`config.mk`:
```
export PLATFORM = sky130hd
export DESIGN_NAME = poly_add_seq
export DESIGN_NICKNAME = d
export VERILOG_FILES = /design/src/rtl/poly_pkg.sv /design/src/rtl/add_2i13_o13.sv /design/src/rtl/poly_add_seq.sv
export SDC_FILE = /design/constraint.sdc
export NUM_CORES = 1
export LEC_CHECK = 0
export CAP_MARGIN = 40
export CORE_MARGIN = 4
export CORE_UTILIZATION = 52
export CTS_CLUSTER_SIZE = 8
export DETAILED_ROUTE_END_ITERATION = 10
export GPL_TIMING_DRIVEN = 0
export PLACE_DENSITY = 0.81
export SLEW_MARGIN = 20
export SYNTH_ARGS = -nofsm -noshare
export SYNTH_HDL_FRONTEND = slang
export SYNTH_SLANG_ARGS = --single-unit
```
`constraint.sdc`:
```
create_clock -name clk -period 2.7 [get_ports clk]
set_input_delay 0.27 -clock clk [delete_from_list [all_inputs] [get_ports clk]]
set_output_delay 0.27 -clock clk [all_outputs]
set_load 0.02 [all_outputs]
```
`src/rtl/poly_pkg.sv`:
```
// Shared constants, types and FSM encoding for the NTRU-HRSS polynomial
// add sequencer (q = 2^13).
package poly_pkg;
  localparam int NUM_BIT = 13;
  localparam int N_COEF  = 701;
  localparam int ADDR_W  = 10;

  typedef logic [NUM_BIT-1:0] coef_t;
  typedef logic [ADDR_W-1:0]  addr_t;

  typedef enum logic [1:0] {IDLE, RUN, DRAIN, DONE} seq_state_t;

  localparam addr_t LAST_ADDR = addr_t'(N_COEF - 1);
endpackage

```
`src/rtl/add_2i13_o13.sv`:
```
// Combinational 13-bit Kogge-Stone prefix adder; carry-out is discarded so
// the result wraps mod 2^13.
module add_2i13_o13 (
  input  logic [12:0] i_a,
  input  logic [12:0] i_b,
  output logic [12:0] o_s
);
  localparam int W    = 13;
  localparam int LVLS = 4;

  logic [W-1:0] w_p0, w_g, w_p, w_gn, w_pn;

  always_comb begin
    w_p0 = i_a ^ i_b;
    w_g  = i_a & i_b;
    w_p  = w_p0;
    w_gn = '0;
    w_pn = '0;
    // each level doubles the span of the group generate/propagate terms
    for (int l = 0; l < LVLS; l++) begin
      w_gn = w_g;
      w_pn = w_p;
      for (int i = 0; i < W; i++) begin
        if (i >= (1 << l)) begin
          w_gn[i] = w_g[i] | (w_p[i] & w_g[i-(1<<l)]);
          w_pn[i] = w_p[i] & w_p[i-(1<<l)];
        end
      end
      w_g = w_gn;
      w_p = w_pn;
    end
    o_s = w_p0 ^ {w_g[W-2:0], 1'b0};
  end
endmodule

```
`src/rtl/poly_add_seq.sv`:
```
// Streams A/B coefficient reads through one prefix adder into a destination
// RAM. POLY_ADD_SUB_EN adds a 'sub' input selecting (A - B) mod 2^13.
module poly_add_seq
  import poly_pkg::*;
(
  input  logic  clk,
  input  logic  rst,
  input  logic  start,
`ifdef POLY_ADD_SUB_EN
  input  logic  sub,
`endif
  output logic  busy,
  output logic  done,
  output logic  rd_en,
  output addr_t rd_addr,
  input  coef_t a_rdata,
  input  coef_t b_rdata,
  output logic  wr_en,
  output addr_t wr_addr,
  output coef_t wr_data
);
  localparam int STAGES = 2;

  seq_state_t r_state, w_nxt;
  addr_t      r_rd_addr;
  logic       r_drain;
  logic [STAGES-1:0] r_vld_pipe;
  addr_t [STAGES-1:0] r_addr_pipe;
  coef_t      r_sum;
  coef_t      w_op_a, w_add, w_res;

  always_ff @(posedge clk or posedge rst) begin
    if (rst) r_state <= IDLE;
    else     r_state <= w_nxt;
  end

  always_comb begin
    w_nxt = r_state;
    case (r_state)
      IDLE:  if (start) w_nxt = RUN;
      RUN:   if (r_rd_addr == LAST_ADDR) w_nxt = DRAIN;
      DRAIN: if (r_drain) w_nxt = DONE;
      DONE:  w_nxt = IDLE;
      default: w_nxt = IDLE;
    endcase
  end

  // r_drain counts the two cycles the result pipeline needs to empty
  always_ff @(posedge clk or posedge rst) begin
    if (rst) begin
      r_rd_addr <= '0;
      r_drain   <= 1'b0;
    end else begin
      case (r_state)
        IDLE: if (start) r_rd_addr <= '0;
        RUN: begin
          r_drain <= 1'b0;
          if (r_rd_addr != LAST_ADDR) r_rd_addr <= r_rd_addr + addr_t'(1);
        end
        DRAIN: r_drain <= ~r_drain;
        default: ;
      endcase
    end
  end

  assign rd_en   = (r_state == RUN);
  assign rd_addr = r_rd_addr;
  assign busy    = (r_state != IDLE);
  assign done    = (r_state == DONE);

`ifdef POLY_ADD_SUB_EN
  logic r_sub;
  always_ff @(posedge clk or posedge rst) begin
    if (rst)                           r_sub <= 1'b0;
    else if (r_state == IDLE && start) r_sub <= sub;
  end
  // a - b == ~(~a + b): reuse the single adder with inverted operand/result
  assign w_op_a = r_sub ? ~a_rdata : a_rdata;
  assign w_res  = r_sub ? ~w_add   : w_add;
`else
  assign w_op_a = a_rdata;
  assign w_res  = w_add;
`endif

  add_2i13_o13 u_add (
    .i_a (w_op_a),
    .i_b (b_rdata),
    .o_s (w_add)
  );

  always_ff @(posedge clk or posedge rst) begin
    if (rst) begin
      r_vld_pipe  <= '0;
      r_addr_pipe <= '0;
      r_sum       <= '0;
    end else begin
      r_vld_pipe  <= {r_vld_pipe[0], rd_en};
      r_addr_pipe <= {r_addr_pipe[0], r_rd_addr};
      r_sum       <= w_res;
    end
  end

  assign wr_en   = r_vld_pipe[STAGES-1];
  assign wr_addr = r_addr_pipe[STAGES-1];
  assign wr_data = wr_en ? r_sum : '0;
endmodule
```
==> impl_metrics.env <==
export IMPL_total_power_w=0.001654
export IMPL_synth_edf_count=0
export IMPL_overflow=0
export IMPL_drv_slew=0
export IMPL_pin_count=66
export IMPL_cts_setup_buffers=0
export IMPL_ant_nets=0
export IMPL_post_place_ws_ps=327.1
export IMPL_track_usage_pct=18.30
export IMPL_synthTopCellsByArea="dfrtp_1 (48%), ha_1 (9.5%), and2_1 (4.2%)"
export IMPL_path_class="reg2out"
export IMPL_yosys_area_top_type="dfrtp_1"
export IMPL_wire_per_inst_um=14.26
export IMPL_tightest_slew_ps=470.7
export IMPL_cp_end_kind="output pin"
export IMPL_maxCapViolations=0
export IMPL_area_delta_synth_final_pct=33.95
export IMPL_setup_viol=0
export IMPL_clk_latency_ps=300
export IMPL_yosysSeqAreaShare_pct=47.78
export IMPL_syn_avg_cell_area_um2=10.70
export IMPL_finalNetCount=357
export IMPL_clkTransAtPathRegs_ps=90
export IMPL_worstHoldPathType="in2async"
export IMPL_via_per_inst=5.394
export IMPL_die_w_um=77.53
export IMPL_vias=1958
export IMPL_ys_async_sr_fraction_pct=100.0
export IMPL_layout_drive_gt1_share_pct=9.709
export IMPL_cts_made_buffers=5
export IMPL_synthMuxAreaShare_pct=2.937
export IMPL_grt_max_degree=28
export IMPL_r2r_end="r_state[1]"
export IMPL_cts_sinks=48
export IMPL_whs_ps=301.6
export IMPL_place_gp_congestion=0.7970
export IMPL_fp_row_count=25
export IMPL_finalInstanceArea_mm2=0.003367
export IMPL_finalSetupTns_ps=0
export IMPL_yosysWarnings=0
export IMPL_io_buffers=65
export IMPL_crit_fanout=6
export IMPL_synth_compound_area_share_pct=12.10
export IMPL_fin_crit_sh_pct=79.97
export IMPL_grt_pass1_wl_mm=8.790
export IMPL_cp_arrival_ps=1890
export IMPL_root_buffer="clkbuf_8"
export IMPL_antennaDiodeCount=0
export IMPL_post_route_min_period_ps=2159
export IMPL_htree_levels=2
export IMPL_leakage_nw=1.456
export IMPL_syn_nets=284
export IMPL_peakVddDrop_mv=0.3029
export IMPL_drt_first_pass_iters=4
export IMPL_yosys_area_share_simple_pct=17.82
export IMPL_cts_path_max_buffers=2
export IMPL_finalHoldViolations=0
export IMPL_required_ps=2430
export IMPL_relSlewSlack_pct=68.57
export IMPL_design_die_area_mm2=0.006010
export IMPL_cts_hold_fix_buffers=0
export IMPL_p_per_area_mw_per_mm2=491.3
export IMPL_r2r_slack_ps=840
export IMPL_synthFlopType="dfrtp_1"
export IMPL_rsz0062_at_grt="false"
export IMPL_syn_inst=235
export IMPL_reg2reg_depth=6
export IMPL_skew_ps=4.593
export IMPL_start_util_pct=53.57
export IMPL_yosysUniqueCellTypes=49
export IMPL_setup_ws_ps=540.8
export IMPL_antenna_found_initial=0
export IMPL_ctsResizeCount=0
export IMPL_r2r_start="rd_addr[0]"
export IMPL_synth_top_area_share_pct=47.78
export IMPL_synth_xor_area_share_pct=3.484
export IMPL_grt_pass1_vias=1876
export IMPL_dp_hpwl_mm=4.028
export IMPL_cts_tree="built"
export IMPL_core_mm2=0.004692
export IMPL_synth_fa_ha_area_share_pct=10.25
export IMPL_ys_ff_latch=48
export IMPL_startpoint_type="flop"
export IMPL_die_height_um=77.53
export IMPL_status="completed"
export IMPL_syn_area_mm2=0.002514
export IMPL_first_iter_violations=117
export IMPL_synth_top_family_by_area="simple AND/OR/NAND/NOR gates"
export IMPL_drc=0
export IMPL_place_area_mm2=0.003252
export IMPL_routed_wl_mm=5.177
export IMPL_fmax_ghz=0.4631
[state kept, by name, indices dropped and copies added (netlist names)]
| signal | cells |
|---|---|
| r_sum | 13 |
| r_vld_pipe | 2 |
| r_drain | 1 |
| wr_addr | 10 |
| r_addr_pipe | 10 |
| r_state | 2 |
| rd_addr | 10 |
[metrics by stage]
stage,util [%],instances
global placement,68.88,354
global route,71.76,363
CTS,71.76,363
detailed placement,69.31,355
floorplan,-,235
finish,71.76,363
[layer usage]
layer | vias up | GRT usage [%] | share of wire (%)
met1 | 938 | 24.22 | 45
li1 | 971 | - | -
met3 | 6 | 4.640 | 4.1
met4 | 0 | 6.406 | 1.3
met5 | - | 0 | 0
met2 | 43 | 29.27 | 50
[report_power, final]
group / internal [W] / leakage [nW] / switching, W
logic: 0.000188 / 0.840 / 0.000181
registers: 0.000756 / 0.561 / 0.00000730
clock network: 0.000279 / 0.0548 / 0.000243
total: 0.00122 / 1.46 / 0.000431
[synth_stat cells (2+ instances only)]
cell / number
a211oi_1: 3
a21oi_1: 5
a311o_1: 2
a31oi_1: 2
and2_1: 17
buf_2: 2
buf_4: 10
clkbuf_1: 3
dfrtp_1: 48
ha_1: 19
inv_1: 12
mux2_2: 2
mux2i_1: 4
nand2_1: 13
nand3_1: 11
nand4_1: 4
nor2_1: 16
nor2b_1: 2
nor3_1: 6
nor3b_1: 2
o2111ai_1: 2
o211ai_1: 3
o21a_1: 2
o21ai_0: 7
o311ai_1: 2
o31ai_1: 2
or3_1: 4
xnor2_1: 6
xor2_1: 4
[worst max-delay path, cell delays in order, from the launching register on]
cell,delay (ps)
dfrtp_1,420
inv_1,100
ha_1,290
inv_1,150
clkdlybuf4s50_1,630
[layout by cell type (no fill, tap or decap), drive strengths merged, types with 3 or more instances in the layout]
cell	netlist	layout
clkdlybuf4s50	0	65
mux2i	4	4
nor3	6	6
inv	12	13
xnor2	6	6
dfrtp	48	48
nand4	4	4
a21oi	5	5
mux2	3	3
nor2	16	16
buf	12	13
o21ai	7	7
clkbuf	3	8
nand3	12	12
a211oi	4	4
o211ai	3	3
or3	4	4
ha	19	19
nand2	13	13
xor2	4	4
and2	17	17
[worst max-delay path by stage]
stage / endpoint / cells past startpoint / startpoint / slack [ps]
4_1_cts: busy / 4 / r_state[0] / 540
6_report: busy / 4 / r_state[0] / 540
3_5_place_dp: r_sum[12] / 7 / a_rdata[0] / 330
3_3_place_gp: r_sum[12] / 7 / a_rdata[0] / 360
2_1_floorplan: r_state[1] / 6 / rd_addr[0] / 930
5_1_grt: busy / 4 / r_state[0] / 420
[layout make-up]
cell class	instances	area, um^2
fill	356	1325
sequential	48	1201
multi-input combinational	160	1171
timing repair buffer	66	670.6
buffer	15	96.34
clock buffer	5	68.82
tap	54	67.56
clock inverter	3	46.29
inverter	12	45.04
[cell families (layout without fill, tap and decap cells)]
group                    Yosys count  in the layout
flip-flops                        48             48
AO/OA/AOI/OAI                     40             40
XOR/XNOR                          10             10
AND/OR/NAND/NOR                   83             83
multiplexers                       7              7
adder cells (fa/ha/maj)           20             20
buffers and inverters             27            101
(Power assumes the default switching activity.)
